File: config.mk
export PLATFORM = sky130hd
export DESIGN_NAME = pu_da_dtlb_walk
export DESIGN_NICKNAME = d
export VERILOG_FILES = /design/src/rtl/pu_da_dtlb_walk.sv
export SDC_FILE = /design/constraint.sdc
export NUM_CORES = 1
export LEC_CHECK = 0
export ABC_CLOCK_PERIOD_IN_PS = 3020
export BUFFER_PORTS_ARGS = -buffer_cell sky130_fd_sc_hd__buf_2
export CAP_MARGIN = 20
export CELL_PAD_IN_SITES_DETAIL_PLACEMENT = 0
export CELL_PAD_IN_SITES_GLOBAL_PLACEMENT = 1
export CORE_ASPECT_RATIO = 1.1
export CORE_MARGIN = 3
export CORE_UTILIZATION = 43
export CTS_BUF_LIST = sky130_fd_sc_hd__clkbuf_4 sky130_fd_sc_hd__clkbuf_8
export CTS_CLUSTER_SIZE = 14
export DETAILED_ROUTE_END_ITERATION = 7
export PLACE_DENSITY = 0.77
export SETUP_SLACK_MARGIN = 0.5
export SLEW_MARGIN = 40
export SYNTH_ARGS = -nofsm -noshare
export SYNTH_HDL_FRONTEND = slang
export SYNTH_SLANG_ARGS = --single-unit
File: constraint.sdc
create_clock -name clk -period 3.02 [get_ports clk]
set_input_delay 0 -clock clk [delete_from_list [all_inputs] [get_ports clk]]
set_output_delay 0 -clock clk [all_outputs]
set_load 0.01 [all_outputs]
File: src/rtl/pu_da_dtlb_walk.sv
// DTLB refill walker: on a miss, reads the PTE at ptbr[tid] + {vtag,2'b00} over a
// single-outstanding read port, then fills the DTLB or raises a fault (invalid PTE / timeout).
module pu_da_dtlb_walk #(
  parameter int TAG_W   = 20,
  parameter int TID_W   = 2,
  parameter int ADDR_W  = 32,
  parameter int TIMEOUT = 255
) (
  input  logic              clk,
  input  logic              rst_,
  input  logic              miss_req,
  input  logic [TID_W-1:0]  miss_tid,
  input  logic [TAG_W-1:0]  miss_vtag,
  output logic              miss_busy,
  input  logic              flush,
  input  logic              ptbr_we,
  input  logic [TID_W-1:0]  ptbr_tid,
  input  logic [ADDR_W-1:0] ptbr_wdata,
  output logic              mem_req,
  output logic [ADDR_W-1:0] mem_addr,
  input  logic              mem_gnt,
  input  logic              mem_rvalid,
  input  logic [31:0]       mem_rdata,
  output logic              fill_we,
  output logic [TID_W-1:0]  fill_tid,
  output logic [TAG_W-1:0]  fill_vtag,
  output logic [TAG_W-1:0]  fill_ptag,
  output logic              fill_nc,
  output logic              fault,
  output logic [1:0]        fault_code
);

  localparam int NTID = 1 << TID_W;

  typedef enum logic [2:0] {
    S_IDLE,
    S_REQ,
    S_WAIT,
    S_DRAIN,
    S_RESP
  } state_t;

  state_t            state_q, state_d;
  logic [ADDR_W-1:0] ptbr_q [NTID];
  logic [TID_W-1:0]  tid_q;
  logic [TAG_W-1:0]  vtag_q;
  logic [7:0]        cnt_q;
  logic              to_q;
  logic              pte_v_q;
  logic              accept, load_resp, resp_to, cnt_clr, cnt_inc;
  logic              timeout_hit;
  logic [ADDR_W-1:0] addr_d;
  logic              unused_rdata;

  assign addr_d      = ptbr_q[miss_tid] + ADDR_W'({miss_vtag, 2'b00});
  assign timeout_hit = (cnt_q == 8'(TIMEOUT - 1));
  assign miss_busy   = (state_q != S_IDLE);
  assign unused_rdata = ^mem_rdata[31-TAG_W:2];

  always_ff @(posedge clk or negedge rst_) begin
    if (!rst_) state_q <= S_IDLE;
    else       state_q <= state_d;
  end

  always_comb begin
    state_d   = state_q;
    accept    = 1'b0;
    load_resp = 1'b0;
    resp_to   = 1'b0;
    cnt_clr   = 1'b0;
    cnt_inc   = 1'b0;
    mem_req   = 1'b0;
    fill_we   = 1'b0;
    fault     = 1'b0;
    case (state_q)
      S_IDLE: begin
        if (miss_req && !flush) begin
          accept  = 1'b1;
          state_d = S_REQ;
        end
      end
      S_REQ: begin
        mem_req = 1'b1;
        if (mem_gnt) begin
          cnt_clr = 1'b1;
          state_d = flush ? S_DRAIN : S_WAIT;
        end else if (flush) begin
          state_d = S_IDLE;
        end
      end
      S_WAIT: begin
        // A flush that coincides with the read data has nothing left to drain.
        if (mem_rvalid) begin
          load_resp = !flush;
          state_d   = flush ? S_IDLE : S_RESP;
        end else if (flush) begin
          state_d = S_DRAIN;
        end else if (timeout_hit) begin
          load_resp = 1'b1;
          resp_to   = 1'b1;
          state_d   = S_RESP;
        end else begin
          cnt_inc = 1'b1;
        end
      end
      S_DRAIN: begin
        if (mem_rvalid) state_d = S_IDLE;
      end
      S_RESP: begin
        fill_we = pte_v_q & ~flush;
        fault   = ~pte_v_q & ~flush;
        // After a timeout the late read data is still owed; absorb it first.
        state_d = (to_q && !mem_rvalid) ? S_DRAIN : S_IDLE;
      end
      default: state_d = S_IDLE;
    endcase
  end

  always_ff @(posedge clk or negedge rst_) begin
    if (!rst_) begin
      for (int i = 0; i < NTID; i++) ptbr_q[i] <= '0;
      tid_q      <= '0;
      vtag_q     <= '0;
      mem_addr   <= '0;
      cnt_q      <= '0;
      to_q       <= 1'b0;
      pte_v_q    <= 1'b0;
      fill_tid   <= '0;
      fill_vtag  <= '0;
      fill_ptag  <= '0;
      fill_nc    <= 1'b0;
      fault_code <= 2'b00;
    end else begin
      if (ptbr_we) ptbr_q[ptbr_tid] <= ptbr_wdata;
      if (accept) begin
        tid_q    <= miss_tid;
        vtag_q   <= miss_vtag;
        mem_addr <= addr_d;
      end
      if (cnt_clr)      cnt_q <= '0;
      else if (cnt_inc) cnt_q <= cnt_q + 8'd1;
      // Result fields stay frozen until the next walk reaches RESP.
      if (load_resp) begin
        fill_tid   <= tid_q;
        fill_vtag  <= vtag_q;
        to_q       <= resp_to;
        pte_v_q    <= ~resp_to & mem_rdata[0];
        fill_ptag  <= resp_to ? '0 : mem_rdata[31 -: TAG_W];
        fill_nc    <= ~resp_to & mem_rdata[1];
        fault_code <= resp_to ? 2'b10 : (mem_rdata[0] ? 2'b00 : 2'b01);
      end
    end
  end

endmodule

### Word level (Yosys, flattened, before mapping)

Cells that the tools add are included.

| operators by class | value |
|---|---|
| add/sub/neg operators | 2 |
| magnitude comparators | 3 |
| equal/unequal tests | 9 |
| muxes and demuxes | 39 |
| bitwise logic cells | 9 |
| reductions and logical operators | 9 |

Operators by type and width:

| operator | number |
|---|---|
| $bwmux 128 | 1 |
| $mux 32 | 3 |
| $bmux 32 s2 | 1 |
| $demux 32 s2 | 1 |
| $add 32x22->32 | 1 |
| $mux 3 | 8 |
| $mux 20 | 1 |
| $mux 1 | 19 |
| $mux 8 | 2 |
| $pmux 3 s5 | 1 |
| $add 8x1->8 const B | 1 |
| $eq 8x8->1 const B | 1 |
| $eq 3x2->1 const B | 2 |
| $ge 3x3->1 const B | 2 |
| $not 2->3 | 2 |
| $and 1x1->1 | 4 |
| $mux 2 | 2 |
| $ne 2x2->1 const B | 2 |
| $ne 4x4->1 const B | 1 |
| $reduce_and 4->1 | 1 |
| $eq 3x1->1 const B | 1 |
| $eq 3x3->1 const B | 1 |
| $logic_and 1x1->1 | 3 |
| $logic_not 3->1 | 1 |
| other kinds (6) | 9 |

| word-level totals | value |
|---|---|
| register bits after elaboration | 240 |
| input bits | 95 |
| word-level logic and storage cells | 87 |

### Logic depth before layout (Yosys ltp)

| logic depth | value |
|---|---|
| depth after elaboration | 7 |
| gate-level depth with buffers | 15 |
| mapped depth without buffers | 12 |

### Worst setup path after synthesis

No wires, ideal clock.

| timing path | value |
|---|---|
| path kind | input to register |
| from | input port miss_tid[0] |
| to | register mem_addr[27] |
| library setup time | 0.121 ns |
| arrival | 3.222 ns |
| data required time | 2.899 ns |
| path slack | -0.323 ns |
| cell stages on the path | 13 |
| path buffers | 3 |
| cell sequence | buf_4 buf_2 buf_2 mux4_2 ha_1 a21o_1 a31o_1 o21ai_2 o21ai_2 a211o_1 a221oi_4 a21oi_2 a22o_1 |

| on the way | value |
|---|---|
| word-level cells in the longest chain between the ends | 5 |

Ends and longest elaborated chain:

| item | line | source |
|---|---|---|
| from (decl) | 12 | `input logic [TID_W-1:0] miss_tid,` |
| $not 2->3 (implied by the code) | 55 | `assign addr_d = ptbr_q[miss_tid] + ADDR_W'({miss_vtag, 2'b00});` |
| $bmux 32 s2 | 55 |  |
| $mux 32 (implied by the code) (2 in a row) | 55 |  |
| $add 32x22->32 | 55 |  |
| to (signal assigned) | 138 | `mem_addr <= addr_d;` |
| to (decl) | 20 | `output logic [ADDR_W-1:0] mem_addr,` |

No other way between the ends. The select of a mux whose other input is x is not followed.
A chain may end at the register's enable or synchronous reset.

### Final worst setup path

| timing path | value |
|---|---|
| from | register ptbr_q[102] (netlist name) |
| to | register mem_addr[27] |

| on the way | value |
|---|---|
| word-level cells in the longest chain between the ends | 4 |

Ends and longest elaborated chain:

| item | line | source |
|---|---|---|
| from (decl) | 44 | `logic [ADDR_W-1:0] ptbr_q [NTID];` |
| from (signal, indexed assignment) | 134 | `if (ptbr_we) ptbr_q[ptbr_tid] <= ptbr_wdata;` |
| $bmux 32 s2 | 55 |  |
| $mux 32 (implied by the code) (2 in a row) | 55 |  |
| $add 32x22->32 | 55 |  |

No other way between the ends. The select of a mux whose other input is x is not followed.

==> results_dict.tcl <==
set metrics [dict create \
    met2_usage_pct 32.38 \
    io_buffers 165 \
    cp-end-kind "flop" \
    cts.sinks 239 \
    rsz0062_at_grt "true" \
    crit_end "mem_addr[27]$_DFFE_PN0P_" \
    finalNetCount 1277 \
    grt_overflow_total 0 \
    dpl-instance-area_um2 12360 \
    syn_area_um2 10950 \
    finalMaxSlewViolations 0 \
    drv_cap 0 \
    grt_max_degree 99 \
    cp-startpoint "ptbr_q[102]$_DFFE_PN0P_" \
    ir_drop_uv 474.1 \
    synth_nets 979 \
    io_pins 176 \
    floorplan.initialDensity_pct 44.20 \
    met1_usage_pct 25.35 \
    outcome "completed" \
    diodes 0 \
    drt_iter0_drc 366 \
    hold_class "in -> reg" \
    rows 60 \
    startpoint_type "flop" \
    clockRootBuffer "clkbuf_8" \
    fin_crit_sh_pct 94.40 \
    drc 0 \
    die_x_um 158.2 \
    grt_pass1_wl_um 42770 \
    fp.dieArea_um2 27420 \
    synthCells 861 \
    vias 7892 \
    worstMarginPinSlew_ps 616.7 \
    vias_per_cell 5.286 \
    grt_pass1_vias 8192 \
    reg2reg_depth 10 \
    synth_edf_count 0 \
    drt-pass1-iter-count 6 \
    cts_tree "built" \
    async_flop_share_pct 100.0 \
    final_cells 1493 \
    critical_path.max_fanout 4 \
    clock.fmax_ghz 0.3508 \
    clk_pin_slew_worst_paths_ps 60 \
    postLayoutCellArea_um2 14440 \
    hpwl_um 17820 \
    holdPathStages 4 \
    grtUsageTotal_pct 19.43 \
    utilization_pct 58.27 \
    gp_congestion 0.8352 \
    ys_warn_count 0 \
    syn_area_per_cell_um2 12.72 \
    ctsHtreeMaxLevel 2 \
    area_growth_pct 31.82 \
    cts_buffer_depth 3 \
    drive_above_1_share_pct 43.03 \
    power.density_nw_per_um2 779.8 \
    cellLeakagePower_uw 0.006717 \
    final_antenna_net_count 0 \
    core_area_um2 24770 \
    criticalPathCategory "reg -> reg" \
    grt_use_met3_pct 4.095 \
    synth_cell_type_count 58 \
    finalCriticalPeriod_ps 2851 \
    synthFlopType "dfrtp_1" \
    n_fill_cell 2080 \
    worstReg2RegEnd "mem_addr[27]$_DFFE_PN0P_" \
    yosysSeqAreaShare_pct 54.62 \
    cp.arrival_ps 3280 \
    relSlewSlack_pct 58.89 \
    antenna_found_initial 0 \
    post-place-ws_ps 43.52 \
    skew_ps 16.93 \
    setup_viol 0 \
    dpl.cell_count 1320 \
    r2r-start "ptbr_q[102]$_DFFE_PN0P_" \
    finalWorstSetupSlack_ps 169.2 \
    hold_viol 0 \
    r2r_slack_ps 170 \
    fin_tns_setup_ps 0 \
    grt_busiest_layer "met2" \
    cp.required_ps 3440 \
    clk_latency_ps 530 \
    synth-seq-cells 239 \
    totalWireLength_um 26720 \
    cts_buffers 41 \
    die_h_um 173.4 \
    wl_per_cell_um 17.89 \
]
layout make-up:
class | instances | area [um^2] | share of cell area (%)
well taps | 310 | 387.9 | 2.687
inverters | 15 | 56.30 | 0.3900
clock inverters | 2 | 12.51 | 0.08668
clock buffers | 65 | 794.5 | 5.504
flip-flops and latches | 239 | 5981 | 41.43
repair buffers | 302 | 2190 | 15.17
multi-input cells | 560 | 5014 | 34.73
worst min path at each step:
stage,start,to,slack (ps)
after floorplan,rst_,cnt_q[0]$_DFFE_PN0P_,-300
after global placement,rst_,fill_vtag[12]$_DFFE_PN0P_,90
after detailed placement,rst_,fill_vtag[10]$_DFFE_PN0P_,100
after CTS,miss_tid[1],tid_q[1]$_DFFE_PN0P_,70
after global routing,miss_tid[1],tid_q[1]$_DFFE_PN0P_,110
final,miss_tid[1],tid_q[1]$_DFFE_PN0P_,110
worst max-delay path: stages, from the launching register on:
cell and delay, ps:
dfrtp_1 380, mux4_2 490, ha_4 270, a21o_1 180, a31o_1 210, o21ai_2 170, o21ai_2 90, a211o_1 330
a221oi_4 360, a21oi_2 90, a22o_1 180
sequential cells by signal (all words and copies together), names as in the netlist:
signal	flops
cnt_q	8
fault_code	2
fill_nc	1
fill_ptag	20
fill_tid	2
fill_vtag	20
mem_addr	32
ptbr_q	128
pte_v_q	1
state_q	3
tid_q	2
vtag_q	20
layer usage:
| metal | vias to the layer above | share of wire, % |
|---|---|---|
| met5 | - | 0 |
| met4 | 0 | 1.9 |
| met3 | 37 | 5.9 |
| met2 | 224 | 49 |
| met1 | 3927 | 43 |
| li1 | 3704 | - |
per-stage QoR:
stage          total power (uW)  hold WS, ps
2_1_floorplan              6761       -295.6
3_3_place_gp               7976        90.71
3_5_place_dp               8082        103.5
4_1_cts                   11330        69.99
5_1_grt                   12000        110.1
6_report                  11260        105.8
power breakdown:
| group | internal (uW) | leakage, uW | switching (uW) | total [uW] |
|---|---|---|---|---|
| clock network | 1650 | 0.000430 | 1210 | 2860 |
| registers | 4170 | 0.00293 | 535 | 4710 |
| logic | 1870 | 0.00336 | 1820 | 3690 |
| total | 7690 | 0.00672 | 3570 | 11300 |
synthesized netlist by cell type, types with 3 or more instances:
cell	count	area share (%)
or3_1	4	0.23
o21ai_1	3	0.14
inv_1	15	0.51
o21ai_0	39	1.8
clkbuf_1	30	1.0
xor2_1	12	0.96
nand4_1	7	0.40
clkbuf_2	3	0.14
and3_1	3	0.17
a21o_1	6	0.41
nand2_1	121	4.1
buf_2	6	0.27
buf_1	6	0.21
xnor2_1	15	1.2
nand3_1	14	0.64
nor2_1	23	0.79
a22o_1	23	1.8
ha_1	22	2.5
a21oi_1	22	1.0
dfrtp_1	239	55
mux2_2	152	16
nor2b_1	8	0.46
o211ai_1	4	0.27
nand3b_1	3	0.21
mux4_2	32	6.6
nor3_1	4	0.18
nor3b_1	3	0.21
a31oi_1	4	0.23
timing repair:
action / CTS / global route
buffers inserted: 16 / 4
pin swaps: 20 / 12
setup endpoints to repair: 19 / 24
hold endpoints to repair: 278 / 20
gates cloned: 0 / 0
hold buffers: 84 / 1
resized for setup: 38 / 5
placed cells by master (no fill, tap or decap), types with 19 or more instances in the layout:
master / instances
o21ai_0: 35
dfrtp_1: 239
buf_4: 41
buf_2: 164
dlygate4sd3_1: 85
nor2_1: 19
mux2_2: 152
clkbuf_8: 49
mux4_2: 32
a22o_1: 23
nand2_1: 121
cells by family after synthesis:
logic type / after synthesis / synth area share, %
flops: 239 / 54.62
simple gates: 198 / 8.090
mux: 184 / 22.21
compound gates: 128 / 7.930
buf+inv: 62 / 2.297
xor+xnor: 27 / 2.160
fa+ha+maj: 23 / 2.696
Power figures use the tool's default switching activity.
